<file path="src/rtl/pulsador_up_down_pkg.sv">
// Shared definitions for the push-button conditioner:
// pulse FSM state codes and a counter sizing helper.
package pulsador_pkg;

  localparam logic [1:0] IDLE   = 2'd0;
  localparam logic [1:0] HOLD   = 2'd1;
  localparam logic [1:0] REPEAT = 2'd2;

  function automatic int clog2(input int v);
    int r;
    r = 0;
    while ((1 << r) < v) r++;
    return (r < 1) ? 1 : r;
  endfunction

endpackage

</file>
<file path="src/rtl/pulsador_up_down_if.sv">
// One button channel: raw button level in, pulse request out.
// master drives btn and observes req; slave is the conditioner.
interface pulsador_up_down_if;
  logic btn;
  logic req;

  modport master (output btn, input req);
  modport slave  (input btn, output req);
endinterface

</file>
<file path="src/rtl/pulsador_up_down_canal.sv">
// One button channel: 2-flop synchronizer, debounce filter and
// pulse/auto-repeat FSM. Ports: clk, rst_n, ch (btn in, req out).
module canal_pulsador
  import pulsador_pkg::*;
#(
  parameter int DEBOUNCE_CYCLES = 500000,
  parameter int HOLD_CYCLES     = 25000000,
  parameter int REPEAT_CYCLES   = 5000000
) (
  input logic               clk,
  input logic               rst_n,
  pulsador_up_down_if.slave ch
);

  localparam int DW = clog2(DEBOUNCE_CYCLES + 1);
  localparam int TMAX = (HOLD_CYCLES > REPEAT_CYCLES) ?
                        HOLD_CYCLES : REPEAT_CYCLES;
  localparam int TW = clog2(TMAX);

  logic          meta_q, sync_q;
  logic          deb_q, deb_d;
  logic [DW-1:0] cnt_q, cnt_d;
  logic [1:0]    state_q, state_d;
  logic [TW-1:0] tmr_q, tmr_d, tmr_inc;
  logic          req;

  assign ch.req = req;

  // The flip happens on the DEBOUNCE_CYCLES-th consecutive
  // mismatching edge, i.e. when the count reaches the limit.
  always_comb begin
    deb_d = deb_q;
    cnt_d = '0;
    if (sync_q != deb_q) begin
      if (cnt_q == DW'(DEBOUNCE_CYCLES - 1)) begin
        deb_d = sync_q;
      end else begin
        cnt_d = cnt_q + 1'b1;
      end
    end
  end

  assign tmr_inc = (&tmr_q) ? tmr_q : tmr_q + 1'b1;

  always_comb begin
    state_d = state_q;
    tmr_d   = tmr_q;
    req     = 1'b0;
    if (!deb_q) begin
      state_d = IDLE;
      tmr_d   = '0;
    end else begin
      unique case (1'b1)
        (state_q == IDLE): begin
          req     = 1'b1;
          state_d = HOLD;
          tmr_d   = '0;
        end
        (state_q == HOLD): begin
          if (tmr_q == TW'(HOLD_CYCLES - 1)) begin
            req     = 1'b1;
            state_d = REPEAT;
            tmr_d   = '0;
          end else begin
            tmr_d = tmr_inc;
          end
        end
        (state_q == REPEAT): begin
          if (tmr_q == TW'(REPEAT_CYCLES - 1)) begin
            req   = 1'b1;
            tmr_d = '0;
          end else begin
            tmr_d = tmr_inc;
          end
        end
        default: begin
          state_d = IDLE;
          tmr_d   = '0;
        end
      endcase
    end
  end

  always_ff @(posedge clk or negedge rst_n) begin
    if (!rst_n) begin
      meta_q  <= 1'b0;
      sync_q  <= 1'b0;
      deb_q   <= 1'b0;
      cnt_q   <= '0;
      state_q <= IDLE;
      tmr_q   <= '0;
    end else begin
      meta_q  <= ch.btn;
      sync_q  <= meta_q;
      deb_q   <= deb_d;
      cnt_q   <= cnt_d;
      state_q <= state_d;
      tmr_q   <= tmr_d;
    end
  end

endmodule

</file>
<file path="src/rtl/pulsador_up_down.sv">
// Two conditioned buttons feeding a mutually exclusive,
// registered enUP/enDOWN pair for the up/down counter.
module pulsador_up_down
  import pulsador_pkg::*;
#(
  parameter int DEBOUNCE_CYCLES = 500000,
  parameter int HOLD_CYCLES     = 25000000,
  parameter int REPEAT_CYCLES   = 5000000
) (
  input  logic clk,
  input  logic reset,
  input  logic btn_up,
  input  logic btn_down,
  output logic enUP,
  output logic enDOWN
);

  pulsador_up_down_if up_if ();
  pulsador_up_down_if dn_if ();

  assign up_if.btn = btn_up;
  assign dn_if.btn = btn_down;

  canal_pulsador #(
    .DEBOUNCE_CYCLES(DEBOUNCE_CYCLES),
    .HOLD_CYCLES    (HOLD_CYCLES),
    .REPEAT_CYCLES  (REPEAT_CYCLES)
  ) u_up (
    .clk  (clk),
    .rst_n(reset),
    .ch   (up_if)
  );

  canal_pulsador #(
    .DEBOUNCE_CYCLES(DEBOUNCE_CYCLES),
    .HOLD_CYCLES    (HOLD_CYCLES),
    .REPEAT_CYCLES  (REPEAT_CYCLES)
  ) u_dn (
    .clk  (clk),
    .rst_n(reset),
    .ch   (dn_if)
  );

  logic en_up_q, en_up_d;
  logic en_dn_q, en_dn_d;

  // Coincident requests cancel each other; nothing is retried.
  always_comb begin
    en_up_d = up_if.req & ~dn_if.req;
    en_dn_d = dn_if.req & ~up_if.req;
  end

  always_ff @(posedge clk or negedge reset) begin
    if (!reset) begin
      en_up_q <= 1'b0;
      en_dn_q <= 1'b0;
    end else begin
      en_up_q <= en_up_d;
      en_dn_q <= en_dn_d;
    end
  end

  assign enUP   = en_up_q;
  assign enDOWN = en_dn_q;

endmodule

</file>
<file path="config.mk">
export PLATFORM = sky130hd
export DESIGN_NAME = pulsador_up_down
export DESIGN_NICKNAME = d
export VERILOG_FILES = /design/src/rtl/pulsador_up_down_pkg.sv /design/src/rtl/pulsador_up_down_if.sv /design/src/rtl/pulsador_up_down_canal.sv /design/src/rtl/pulsador_up_down.sv
export SDC_FILE = /design/constraint.sdc
export NUM_CORES = 1
export LEC_CHECK = 0
export CORE_MARGIN = 3
export CORE_UTILIZATION = 40
export DETAILED_ROUTE_END_ITERATION = 10
export GPL_TIMING_DRIVEN = 0
export SYNTH_ARGS = -nofsm -noshare
export SYNTH_HDL_FRONTEND = slang
export SYNTH_HIERARCHICAL = 1
export SYNTH_SLANG_ARGS = --single-unit
export TNS_END_PERCENT = 10
</file>
<file path="constraint.sdc">
create_clock -name clk -period 4.3 [get_ports clk]
set_clock_uncertainty 0.1 [all_clocks]
set_input_delay 1.29 -clock clk [delete_from_list [all_inputs] [get_ports clk]]
set_output_delay 1.29 -clock clk [all_outputs]
set_load 0.01 [all_outputs]
</file>
# Word-level counts from Yosys, hierarchy flattened
# Cells that the tools add are included.
# classes
reduce_logical	8
bitwise_logic	4
n_addsub	4
n_eq_ne	16
muxes	28
# op_table
operator	count
two-way mux 25 bit	8
one-hot mux 25 bit (2 select lines)	2
two-way mux 19 bit	4
adder 25 x 1 -> 25 bit (second input constant)	2
== test 25 x 23 -> 1 bit (second input constant)	2
== test 25 bit (second input constant)	2
AND reduction 25 bit	2
adder 19 x 1 -> 19 bit (second input constant)	2
== test 19 bit (second input constant)	2
one-hot mux 2 bit (3 select lines)	2
two-way mux 2 bit	4
AND reduction 2 bit	4
two-way mux 1 bit	6
!= test 3 bit (second input constant)	2
one-hot mux 1 bit (3 select lines)	2
== test 2 x 1 -> 1 bit (second input constant)	2
== test 2 bit (second input constant)	2
zero test 2 bit	2
!= test 2 bit (second input constant)	2
AND 1 bit	2
!= test 1 bit	2
NOT 1 bit	2
# word_totals
register_bits	100
word_cells	74
output_inout_bits	2
input_bits	4

# Longest topological paths before layout
# logic_depth
depth_word	6
mapped_depth	8
depth_no_buf	7

# Modules after synthesis
# Netlist, hierarchy kept.
# by_module_without_submodules
mod	seq_area_each_um2	n_inst	cells_each	area_per_inst_um2
canal_pulsador	1226.2	2	280	2642.5
pulsador_up_down	50.0	1	4	65.1

# Worst setup path before layout
# No wires, ideal clock.
# synth_timing
path_type	register to register
startpoint	reg u_up.tmr_q[17]
endpoint	reg en_dn_q (netlist: enDOWN)
setup_slack_ns	2.039
arrival_time_ns	2.041
stages_incl_launch_ff	7
path_buffers	0
required_time_ns	4.080
setup_ns	0.120
synth_period_minus_slack_ns	2.261
path_cell_list	dfrtp_1 > or4_1 > or4_4 > nor2_1 > a221oi_1 > nor3b_1 > and2b_2
# synth_via
elab_chain_len	6
word_cells_on_any_way	8
classes_between	eq/ne (2); mux (4); bitwise (2)
# synth_lines
element	line_no	text
start: declaration	pulsador_up_down_canal.sv:24	logic [TW-1:0] tmr_q, tmr_d, tmr_inc;
start signal: assignment	pulsador_up_down_canal.sv:98	tmr_q <= tmr_d;
== test 25 x 23 -> 1 bit / == test 25 bit (equally long branches)	pulsador_up_down_canal.sv:69, pulsador_up_down_canal.sv:60	
two-way mux 1 bit (on tied branches)	pulsador_up_down_canal.sv:69, pulsador_up_down_canal.sv:60	
one-hot mux 1 bit (3 select lines) *	pulsador_up_down_canal.sv:53	unique case (1'b1)
two-way mux 1 bit *	pulsador_up_down_canal.sv:49	if (!deb_q) begin
net up_if.req	pulsador_up_down_if.sv:5	logic req;
NOT 1 bit *	pulsador_up_down.sv:50	en_dn_d = dn_if.req & ~up_if.req;
AND 1 bit *	pulsador_up_down.sv:50	
net en_dn_d	pulsador_up_down.sv:45	logic en_dn_q, en_dn_d;
end signal: assignment	pulsador_up_down.sv:59	en_dn_q <= en_dn_d;
end: declaration	pulsador_up_down.sv:45	
# The timed path passes the listed nets; every way through them passes the cells marked *.
# A chain may end at the register's enable or synchronous reset.

# Worst setup path in the final report
# layout_timing
startpoint	reg en_dn_q (netlist: enDOWN)
endpoint	out enDOWN
# layout_lines
element	line_no	text
end: declaration	pulsador_up_down.sv:15	output logic enDOWN
# No word-level cell between the ends.

==> results.cfg <==
[synthesis]
synth_ff_type = dfrtp_1
synth_edf_count = 0
synthCells = 564
synth.mux.area_fraction = 0.00795
synth_area_mm2 = 0.00535
yosysTopAreaCell = dfrtp_1
yosysWarnings = 6
synth_area_leaders = dfrtp_1, nor2_1, xor2_1, xnor2_1, ha_1
ys_seq_area_frac = 0.468
synth_compound_area_frac = 0.0767
syn_nets = 582
synth-adder-area-share = 0.0327
synth_seq_cells = 100
synth_top_family_by_area = simple AND/OR/NAND/NOR gates
yosys.area.top_type_share = 0.468
yosys.area_share.simple = 0.277
synthXorXnorAreaFrac = 0.108
avgSynthCellArea_um2 = 9.49
synth_cell_types = 47
async_reset_ff_frac = 1.00

[setup_path]
cp_num_buf_inv = 1
end_kind = output pin
critPathMaxFanout = 1
path_cells = clkdlybuf4s50_1
crit_path_max_incr_delay_ps = 530
path_class = reg -> out
arrival_ps = 1200
path_delay_family = buffers and inverters
start_kind = register
required_ps = 2910
crit_path_top_delay_cell = clkdlybuf4s50_1

[clock_tree]
ctsResizeCount = 0
clockBufferDepth = 2
h-tree-depth = 3
cts-root-buf = clkbuf_16
clk_pin_slew_ps = 70
insertion_delay_ps = 340
cts_hold_buf = 0
cts_tree = yes
clock_sinks = 100
cts_setup_buffers = 0
numCtsBuffers = 9

[timing]
hold_violations = 0
worst_slew_pin_slew_ps = 765
min_period_ps = 2590
fmax_ghz = 0.386
post-route-period-util = 0.603
slew_headroom = 0.486
slew_violations = 0
postLayoutSetupSlackWorst_ps = 1710
setup_violations = 0
rsz0062_at_grt = no

[power]
peakVddDrop_uv = 190
power_leakage_uw = 0.00231
internal_power_uw = 1400
p_seq_frac = 0.531
p_per_area_mw_per_mm2 = 302
pwr-share-clk = 0.446
p_sw_frac = 0.219
p_sw_uw = 394
combPwrFrac = 0.023

[global_routing]
grt_pass1_vias = 4243
grt_use_total = 0.161
overflow = 0
grt_max_degree = 54
grt_pass1_wl_mm = 19.7
antenna_found_initial = 0

[floorplanning]
io_pins = 6
start_util = 0.417
die_h_um = 122
rows = 41
core_area_mm2 = 0.0128
die_area_mm2 = 0.0148
fp.dieW_um = 122

[run]
cap_violations = 0

[place]
hpwl_mm = 7.68
place_congestion = 0.825
pre_cts_slack_ps = 1760
port_buffers = 5

[final_layout]
num_antenna_cells = 0
final_layout_size_suffix_gt1_frac = 0.0904
area.growth.synth_to_final_pct = 11.0
post-route-util = 0.463
fillCellCount = 1213
nets = 599

[routing]
wl_per_cell_um = 14.6
drtAntennaViolNets = 0
first_pass_iters = 5
first_iter_violations = 323
num_vias = 4197
route.detailed.drc = 0
routed_via_density = 5.54
drt_wl_total_mm = 11.1

[worst_hold_path]
min_path_type = reg -> reg

[status]
outcome = finished clean
## worst paths after layout
path / from / end / slack (ps) / cells after the start
worst max-delay path: enDOWN / enDOWN / 1710 / 1
worst min-delay path: u_up/meta_q / u_up/sync_q / 250 / 0
worst max register to register: u_dn/tmr_q[16] / u_dn/tmr_q[15] / 1710 / 7
worst min register to register: u_up/meta_q / u_up/sync_q / 250 / 0
max in group asynchronous: reset / u_dn/tmr_q[16] / 2560 / 2
min in group asynchronous: reset / u_up/cnt_q[2] / 860 / 1
## flip-flops by register name, summed over array words and instances, names as in the netlist, 2 cells and up
| signal | cells |
|---|---|
| u_dn/tmr_q | 25 |
| u_up/cnt_q | 19 |
| u_up/tmr_q | 25 |
| u_dn/cnt_q | 19 |
| u_up/state_q | 2 |
| u_dn/state_q | 2 |
## through the flow
stage	area, µm²	hold slack [ps]	total power, µW	std cells	setup TNS, ps
finish	5940	250	1790	758	0
global route	5940	273	1860	758	0
CTS	5940	253	1820	758	0
detailed placement	5640	237	1010	742	0
global placement	5620	241	1010	741	-197240
floorplan	5350	231	983	564	0
## final cells by class
type,instances,area (µm²),area share
multi-input cells,432,2690,0.453
well taps,172,215,0.0362
plain buffers,22,123,0.0207
clock buffers,12,267,0.0449
clock inverters,4,30.0,0.00506
repair buffers,6,75.1,0.0126
inverters,10,37.5,0.00632
flip-flops and latches,100,2500,0.421
## placed cells by master (no fill, tap or decap), drive strengths merged, types with 5 or more instances in the layout
cell	instances
a21oi	16
inv	11
nand3	32
xnor2	28
nor3	16
nor4	12
dfrtp	100
nor2	98
or3	10
nand4	22
nand2	38
clkbuf	24
xor2	38
o2111ai	6
nor2b	5
ha	14
and3	8
or2	8
buf	12
and4	6
o31ai	6
o21ai	24
or4	12
## routing by layer
| metal | vias to the layer above | track usage | wire, µm |
|---|---|---|---|
| met4 | 0 | 0.0623 | 148 |
| met1 | 2080 | 0.215 | 5290 |
| li1 | 2034 | - | - |
| met3 | 12 | 0.0172 | 235 |
| met5 | - | 0 | 0 |
| met2 | 71 | 0.268 | 5420 |
## cell usage after synthesis, drive strengths merged (4+ instances only)
library cell,number
nand2,38
nor2b,5
nor2,98
o211ai,4
o2111ai,6
nor3b,4
and4,6
nand3,32
nor3,16
nand4,22
or4,12
or2,8
nor4,12
o21ai,24
and3,8
o31ai,6
xnor2,28
a21oi,16
ha,14
dfrtp,100
clkbuf,12
or3,10
buf,10
xor2,38
inv,10
## cell families (layout without fill, tap and decap cells)
logic type / count (synthesis) / in the layout
compound gates: 64 / 64
flops: 100 / 100
simple gates: 284 / 284
buf+inv: 32 / 54
mux: 4 / 4
fa+ha+maj: 14 / 14
xor+xnor: 66 / 66
## power groups by stage
stage          Clock, µW  Sequential, µW  Combinational [µW]
6_report             801             952                40.7
3_5_place_dp           0             971                43.0
4_1_cts              825             952                43.3
5_1_grt              855             953                47.6
3_3_place_gp           0             971                39.0
2_1_floorplan          0             969                13.8
Note: power is estimated with default switching activity, not from simulation.
